`src/rtl/seg7_scan4.sv`:
```
// ---------------------------------------------------------------------------
// seg7_scan4
//
// Drives a multiplexed 4-digit common-anode 7-segment display from four BCD
// digits. New digit values are held in a pending buffer and only move into
// the display register on a frame boundary, so a frame never shows a mix of
// old and new digits.
//
// Parameters:
//   SCAN_DIV  clock cycles each digit stays lit (1..65535)
//   LZB_EN    1 = blank leading zeros on digits 3..1, 0 = show every digit
//
// Ports:
//   CLK        system clock, rising edge
//   RESET      synchronous active-high reset
//   LOAD       single-cycle strobe, captures DIG_IN into the pending buffer
//   DIG_IN     four BCD nibbles, [3:0] = digit0 (ones) .. [15:12] = digit3
//   BLANK      level, 1 turns the whole display off
//   SEG_OUT    segments a..g on bits 0..6, active-low
//   AN_OUT     digit enables, active-low, one-hot or all off
//   PENDING    high while loaded data waits for the frame boundary
//   FRAME_END  one-cycle pulse after the tick that ends digit3's slot
// ---------------------------------------------------------------------------
module seg7_scan4 #(
    parameter int SCAN_DIV = 1000,
    parameter bit LZB_EN   = 1'b1
) (
    input  logic        CLK,
    input  logic        RESET,
    input  logic        LOAD,
    input  logic [15:0] DIG_IN,
    input  logic        BLANK,
    output logic [6:0]  SEG_OUT,
    output logic [3:0]  AN_OUT,
    output logic        PENDING,
    output logic        FRAME_END
);

    localparam logic [15:0] DIV_LAST = 16'(SCAN_DIV - 1);

    logic [15:0] prescale;
    logic [1:0]  digit_idx;
    logic [15:0] disp_reg;
    logic [15:0] pend_buf;

    logic        tick;
    logic        frame_tick;
    logic [3:0]  cur_nibble;
    logic        lz_blank;
    logic [6:0]  seg_next;
    logic [3:0]  an_next;

    // Active-low segment pattern (g..a) for one nibble; non-BCD shows "-".
    function automatic logic [6:0] decode(input logic [3:0] nib);
        case (nib)
            4'd0:    decode = 7'h40;
            4'd1:    decode = 7'h79;
            4'd2:    decode = 7'h24;
            4'd3:    decode = 7'h30;
            4'd4:    decode = 7'h19;
            4'd5:    decode = 7'h12;
            4'd6:    decode = 7'h02;
            4'd7:    decode = 7'h78;
            4'd8:    decode = 7'h00;
            4'd9:    decode = 7'h10;
            default: decode = 7'h3F;
        endcase
    endfunction

    assign tick       = (prescale == DIV_LAST);
    assign frame_tick = tick && (digit_idx == 2'd3);

    // Select the nibble for the current slot and decide whether it is a
    // leading zero. A digit is leading only if it and every higher digit are
    // zero; any non-BCD nibble counts as nonzero, so it stops the blanking.
    always_comb begin
        cur_nibble = 4'd0;
        lz_blank   = 1'b0;
        case (digit_idx)
            2'd0: begin
                cur_nibble = disp_reg[3:0];
                lz_blank   = 1'b0;
            end
            2'd1: begin
                cur_nibble = disp_reg[7:4];
                lz_blank   = LZB_EN && (disp_reg[15:4] == 12'd0);
            end
            2'd2: begin
                cur_nibble = disp_reg[11:8];
                lz_blank   = LZB_EN && (disp_reg[15:8] == 8'd0);
            end
            default: begin
                cur_nibble = disp_reg[15:12];
                lz_blank   = LZB_EN && (disp_reg[15:12] == 4'd0);
            end
        endcase
    end

    // Next registered output values; the blanked state drives everything off.
    always_comb begin
        seg_next = 7'h7F;
        an_next  = 4'hF;
        if (!BLANK && !lz_blank) begin
            seg_next = decode(cur_nibble);
            an_next  = ~(4'b0001 << digit_idx);
        end
    end

    // Scan timing, double buffering and registered outputs. A LOAD on the
    // boundary tick bypasses the pending buffer so the value is not left
    // waiting a full extra frame.
    always_ff @(posedge CLK) begin
        if (RESET) begin
            prescale  <= 16'd0;
            digit_idx <= 2'd0;
            disp_reg  <= 16'd0;
            pend_buf  <= 16'd0;
            PENDING   <= 1'b0;
            FRAME_END <= 1'b0;
            SEG_OUT   <= 7'h7F;
            AN_OUT    <= 4'hF;
        end else begin
            prescale <= tick ? 16'd0 : prescale + 16'd1;
            if (tick) begin
                digit_idx <= digit_idx + 2'd1;
            end
            FRAME_END <= frame_tick;

            if (LOAD) begin
                pend_buf <= DIG_IN;
            end

            if (frame_tick) begin
                if (LOAD) begin
                    disp_reg <= DIG_IN;
                end else if (PENDING) begin
                    disp_reg <= pend_buf;
                end
                PENDING <= 1'b0;
            end else if (LOAD) begin
                PENDING <= 1'b1;
            end

            SEG_OUT <= seg_next;
            AN_OUT  <= an_next;
        end
    end

endmodule

```
`config.mk`:
```
export PLATFORM = sky130hd
export DESIGN_NAME = seg7_scan4
export DESIGN_NICKNAME = d
export VERILOG_FILES = /design/src/rtl/seg7_scan4.sv
export SDC_FILE = /design/constraint.sdc
export NUM_CORES = 1
export LEC_CHECK = 0
export BUFFER_PORTS_ARGS = -buffer_cell sky130_fd_sc_hd__buf_4
export CORE_AREA = 3 3 87 89
export DETAILED_ROUTE_END_ITERATION = 6
export DIE_AREA = 0 0 90 92
export PLACE_DENSITY = 0.67
export SYNTH_ARGS = -nofsm -noshare
export SYNTH_HDL_FRONTEND = slang
export SYNTH_SLANG_ARGS = --single-unit
```
`constraint.sdc`:
```
create_clock -name CLK -period 2.22 [get_ports CLK]
set_input_delay 0.333 -clock CLK [delete_from_list [all_inputs] [get_ports CLK]]
set_output_delay 0.333 -clock CLK [all_outputs]
set_load 0.01 [all_outputs]
```
[After elaboration in Yosys (flattened, before gate mapping)]
Memory sizes are Yosys's and may differ from the RTL's. A register that Yosys moved wholly into a read port is not among the register bits.
Index checks and enable logic that the tools add are counted.
Storage, ports and cells
  flip-flop bits (word level): 56
  memories: 1
  logic and storage cells: 34
  memory bits (read-only): 112
  output and inout port bits: 13
  bits of input ports: 20
Operators by class
  reductions and logical operators: 13
  add/subtract/negate cells: 2
  shifts and indexed selects: 1
  equal/unequal tests: 4
  bitwise operators: 2
  muxes and demuxes: 4
Memories
  (no name shown): depth 16, bits a word 7, read ports 1, clocked after Yosys merged registers in 1, wr ports 0, line 55  | case (nib)
Operators by type and width (count)
  2-to-1 mux 16 bit: 2
  adder 16 x 1 -> 16 bit (second input constant): 1
  == test 16 x 10 -> 1 bit (second input constant): 1
  logical NOT 12 bit: 1
  case mux 4 bit (3 select lines): 1
  logical NOT 8 bit: 1
  OR reduction 2 bit: 3
  == test 2 bit (second input constant): 2
  logical NOT 4 bit: 1
  NOT 4 bit: 1
  left shift 1 x 2 -> 4 bit (first input constant): 1
  case mux 1 bit (3 select lines): 1
  adder 2 x 1 -> 2 bit (second input constant): 1
  == test 2 x 1 -> 1 bit (second input constant): 1
  logical AND 1 bit: 2
  logical NOT 1 bit: 2
  logical NOT 2 bit: 1
  AND reduction 2 bit: 1
  nonzero test 2 bit: 1
  NOT 1 bit: 1

[Logic depth before layout (Yosys ltp)]
  word-level depth: 6
  depth in mapped cells: 8
  depth with buffers taken out: 8

[Worst setup path after synthesis]
Ideal clock, no wire load.
  path kind: register to register
  start: register prescale[10]
  end: register disp_reg[10]
  period minus slack after synthesis: 2.460 ns
  data required time: 2.099 ns
  library setup time: 0.121 ns
  setup slack: -0.240 ns
  arrival: 2.339 ns
  path buffers: 2
  stages on the path, launching flop included: 7
  cells stage by stage: dfxtp_1 or4b_1 or4_4 or3b_1 buf_6 buf_12 mux2_4
On the way
  cells in the longest elaborated chain, start to end: 3
RTL lines
  from (decl): line 41  | logic [15:0] prescale;
  from (signal assigned): line 123  | prescale <= tick ? 16'd0 : prescale + 16'd1;
  == test 16 x 10 -> 1 bit: line 70  | assign tick = (prescale == DIV_LAST);
  logical AND 1 bit: line 71  | assign frame_tick = tick && (digit_idx == 2'd3);
  AND reduction 2 bit (no source line)
  to (signal assigned): line 137  | disp_reg <= pend_buf;
  to (decl): line 43  | logic [15:0] disp_reg;
No other way between the ends.
A chain may end at the register's enable or synchronous reset.

[Final worst setup path]
Same ends and word-level chain as after synthesis.

==> results.cfg <==
[cells_and_area]
diodes = 0
drive_gt1_share_pct = 30.86
final_cells = 420
nNetsFinal = 348
syn2layout_area_growth_pct = 25.00

[global_routing]
grt_usage_pct = 13.74
grt_max_degree = 42
grt_pass1_vias = 2050
antenna_found_initial = 0
overflow = 0
grt_pass1_wl_um = 9163

[clock_tree]
clkTransAtPathRegs_ps = 70
cts_tree = built
root_buffer = clkbuf_8
clock_path_buffers = 2
cts.sinks = 63
cts_buffers = 9
hold_buffers = 0
clkLatencyLatePin_ps = 340
htree_levels = 3

[placed_design]
routabilityCongestion = 0.7930
dp_cells = 403
hpwlAfterDp_um = 3776
io_buffers = 32

[floorplanning]
die_h_um = 92
fp-row-count = 30
ioPinCount = 33
die_area_um2 = 8280
core_area_um2 = 6832
start_util_pct = 40.00
die_x_um = 90

[detailed_routing]
antenna_left = 0
wire_per_inst_um = 12.56
via_per_inst = 4.895
drt_iter0_markers = 82
drtPass1Iterations = 4
wl_um = 5275
drc_errors = 0
num_vias = 2056

[pwr]
p_seq_share_pct = 51.6
p_sw_share_pct = 23.00
power.internal_w = 0.001744
finalPower_w = 0.002265
p_leak_nw = 1.426
comb_power_share_pct = 5.6
clockPowerShare_pct = 42.7
switching_power_w = 0.0005209
irDropWorstVdd_mv = 0.3682
power.density_nw_per_um2 = 663.1

[synthesis]
synthAdderAreaFrac_pct = 4.121
synth-edff-count = 0
synthArstFlopShare_pct = 0
syn_inst = 267
synth_mux_area_share_pct = 16.16
ys_seq_area_share_pct = 46.15
syn_nets = 296
yosysWarnings = 0
netlist-cell-type-count = 41
synth_area_um2 = 2733
synth_xor_area_share_pct = 4.487
synthFlopType = dfxtp_1
yosysTopAreaCell = dfxtp_1
yosys.area_share.simple_pct = 19.96
synth_compound_gate_area_share_pct = 5.449
synth_top_area_share_pct = 46.15
avgSynthCellArea_um2 = 10.23
synth_top_family_by_area = simple AND/OR/NAND/NOR gates
ys_seq_elements = 63
synthTopCellsByArea = dfxtp_1 (46%), mux2i_1 (7.0%), mux2_4 (5.5%), nor2_1 (5.4%), ha_1 (4.1%)

[worst_setup_path]
arrival_ps = 2580
regToRegEndpoint = disp_reg[10]
critical_path_class = flop to flop
rrSetupSlack_ps = -130
crit_start = prescale[10]
startpoint_type = flop
cp-end-kind = flop
endpoint = disp_reg[10]
ff2ff_path_depth = 5
crit_fanout = 16
r2r-start = prescale[10]
crit_required_ps = 2450

[timing]
setup_viol = 16
slew_headroom_pct = 69.15
finalHoldViolations = 0
period_needed_ps = 2349
fin_ws_ps = -128.9
rsz0062_at_grt = yes
max_freq_ghz = 0.4257
worst_pin_slew_ps = 449.8
setup_tns_ps = -1768
drv_slew = 0
finClkSkew_ps = 7.943
period_share_pct = 105.8

[hold_path]
hp-class = input port to flop
min-delay-start = DIG_IN[8]

[outcome]
run_status = complete, but fails checks
violations = negative setup slack

[run]
cap_violations = 0
## power groups by stage
stage                     Clock, W  Sequential (W)  Combinational [W]
after global routing       0.00105         0.00117           0.000142
after CTS                  0.00100         0.00117           0.000130
final                     0.000968         0.00117           0.000128
after detailed placement         0         0.00120           0.000129
after floorplan                  0         0.00120          0.0000630
after global placement           0         0.00119           0.000127
## metrics by stage
step	hold WS [ps]	setup WS (ps)	util, %	instance area (um^2)
final	280.8	-128.9	50.00	3416
after global routing	293.8	-169.3	50.00	3416
after CTS	278.0	-140.9	49.74	3398
after detailed placement	436.4	-177.7	46.78	3196
after global placement	428.5	-142.3	46.78	3196
after floorplan	417.6	-231.2	-	2734
## synthesized netlist by cell type (2+ instances only)
cell and number:
xor2_1 7, a211oi_1 3, a222oi_1 4, dfxtp_1 63, ha_1 9, a22oi_1 2, nor2b_1 12, and4_1 2
inv_1 9, o21ai_0 5, xnor2_1 7, nor4_1 6, nand3_1 8, nor3_1 3, a21oi_1 4, mux2_4 10
clkbuf_1 7, nand2_1 13, mux2i_1 19, nor2_1 39, or3_1 2, nand4_1 6, mux2_2 9
## worst min path at each step
stage                     cells past startpoint  slack [ps]     endpoint
after global placement                        1         430  prescale[0]
after detailed placement                      1         440  prescale[0]
final                                         3         280  pend_buf[8]
after floorplan                               1         420  prescale[0]
after global routing                          3         290  pend_buf[8]
after CTS                                     3         280  pend_buf[0]
## repair_timing
item | CTS | global route
resized for setup | 2 | 5
buffers inserted | 0 | 1
pin swaps | 0 | 1
endpoints found under the setup margin | 16 | 22
## kinds of logic after synthesis
logic type / Yosys count
adder cells (fa/ha/maj): 9
buffers and inverters: 20
AND/OR/NAND/NOR: 102
AO/OA/AOI/OAI: 21
XOR/XNOR: 14
multiplexers: 38
flip-flops: 63
## layout make-up
type | instances | area, um^2
Tap cell | 96 | 120.1
Clock inverter | 7 | 72.57
Fill cell | 644 | 3416
Timing Repair Buffer | 52 | 415.4
Sequential cell | 63 | 1264
Multi-Input combinational cell | 184 | 1386
Inverter | 9 | 33.78
Clock buffer | 9 | 123.9
## worst max-delay path, stage by stage (launching register included)
cell and delay, ps:
dfxtp_2 320, or4b_4 530, or4_4 520, or3b_4 400, buf_12 170, mux2_4 300
## per-layer routing
layer	vias to the layer above	track usage (%)	part of all wire (%)
li1	1043	-	-
met1	965	15.10	44
met2	41	23.65	50
met3	7	5.824	5.1
met4	0	5.102	1.5
met5	-	0	0
## cells in the final DEF, fill, tap and decap left out, drive strengths merged, types with 9 or more instances in the layout
cell type / n
nand2: 13
dfxtp: 63
mux2i: 19
nor2b: 12
ha: 9
buf: 52
nor2: 39
clkbuf: 9
inv: 10
mux2: 19
Note: power is estimated with default switching activity, not from simulation.
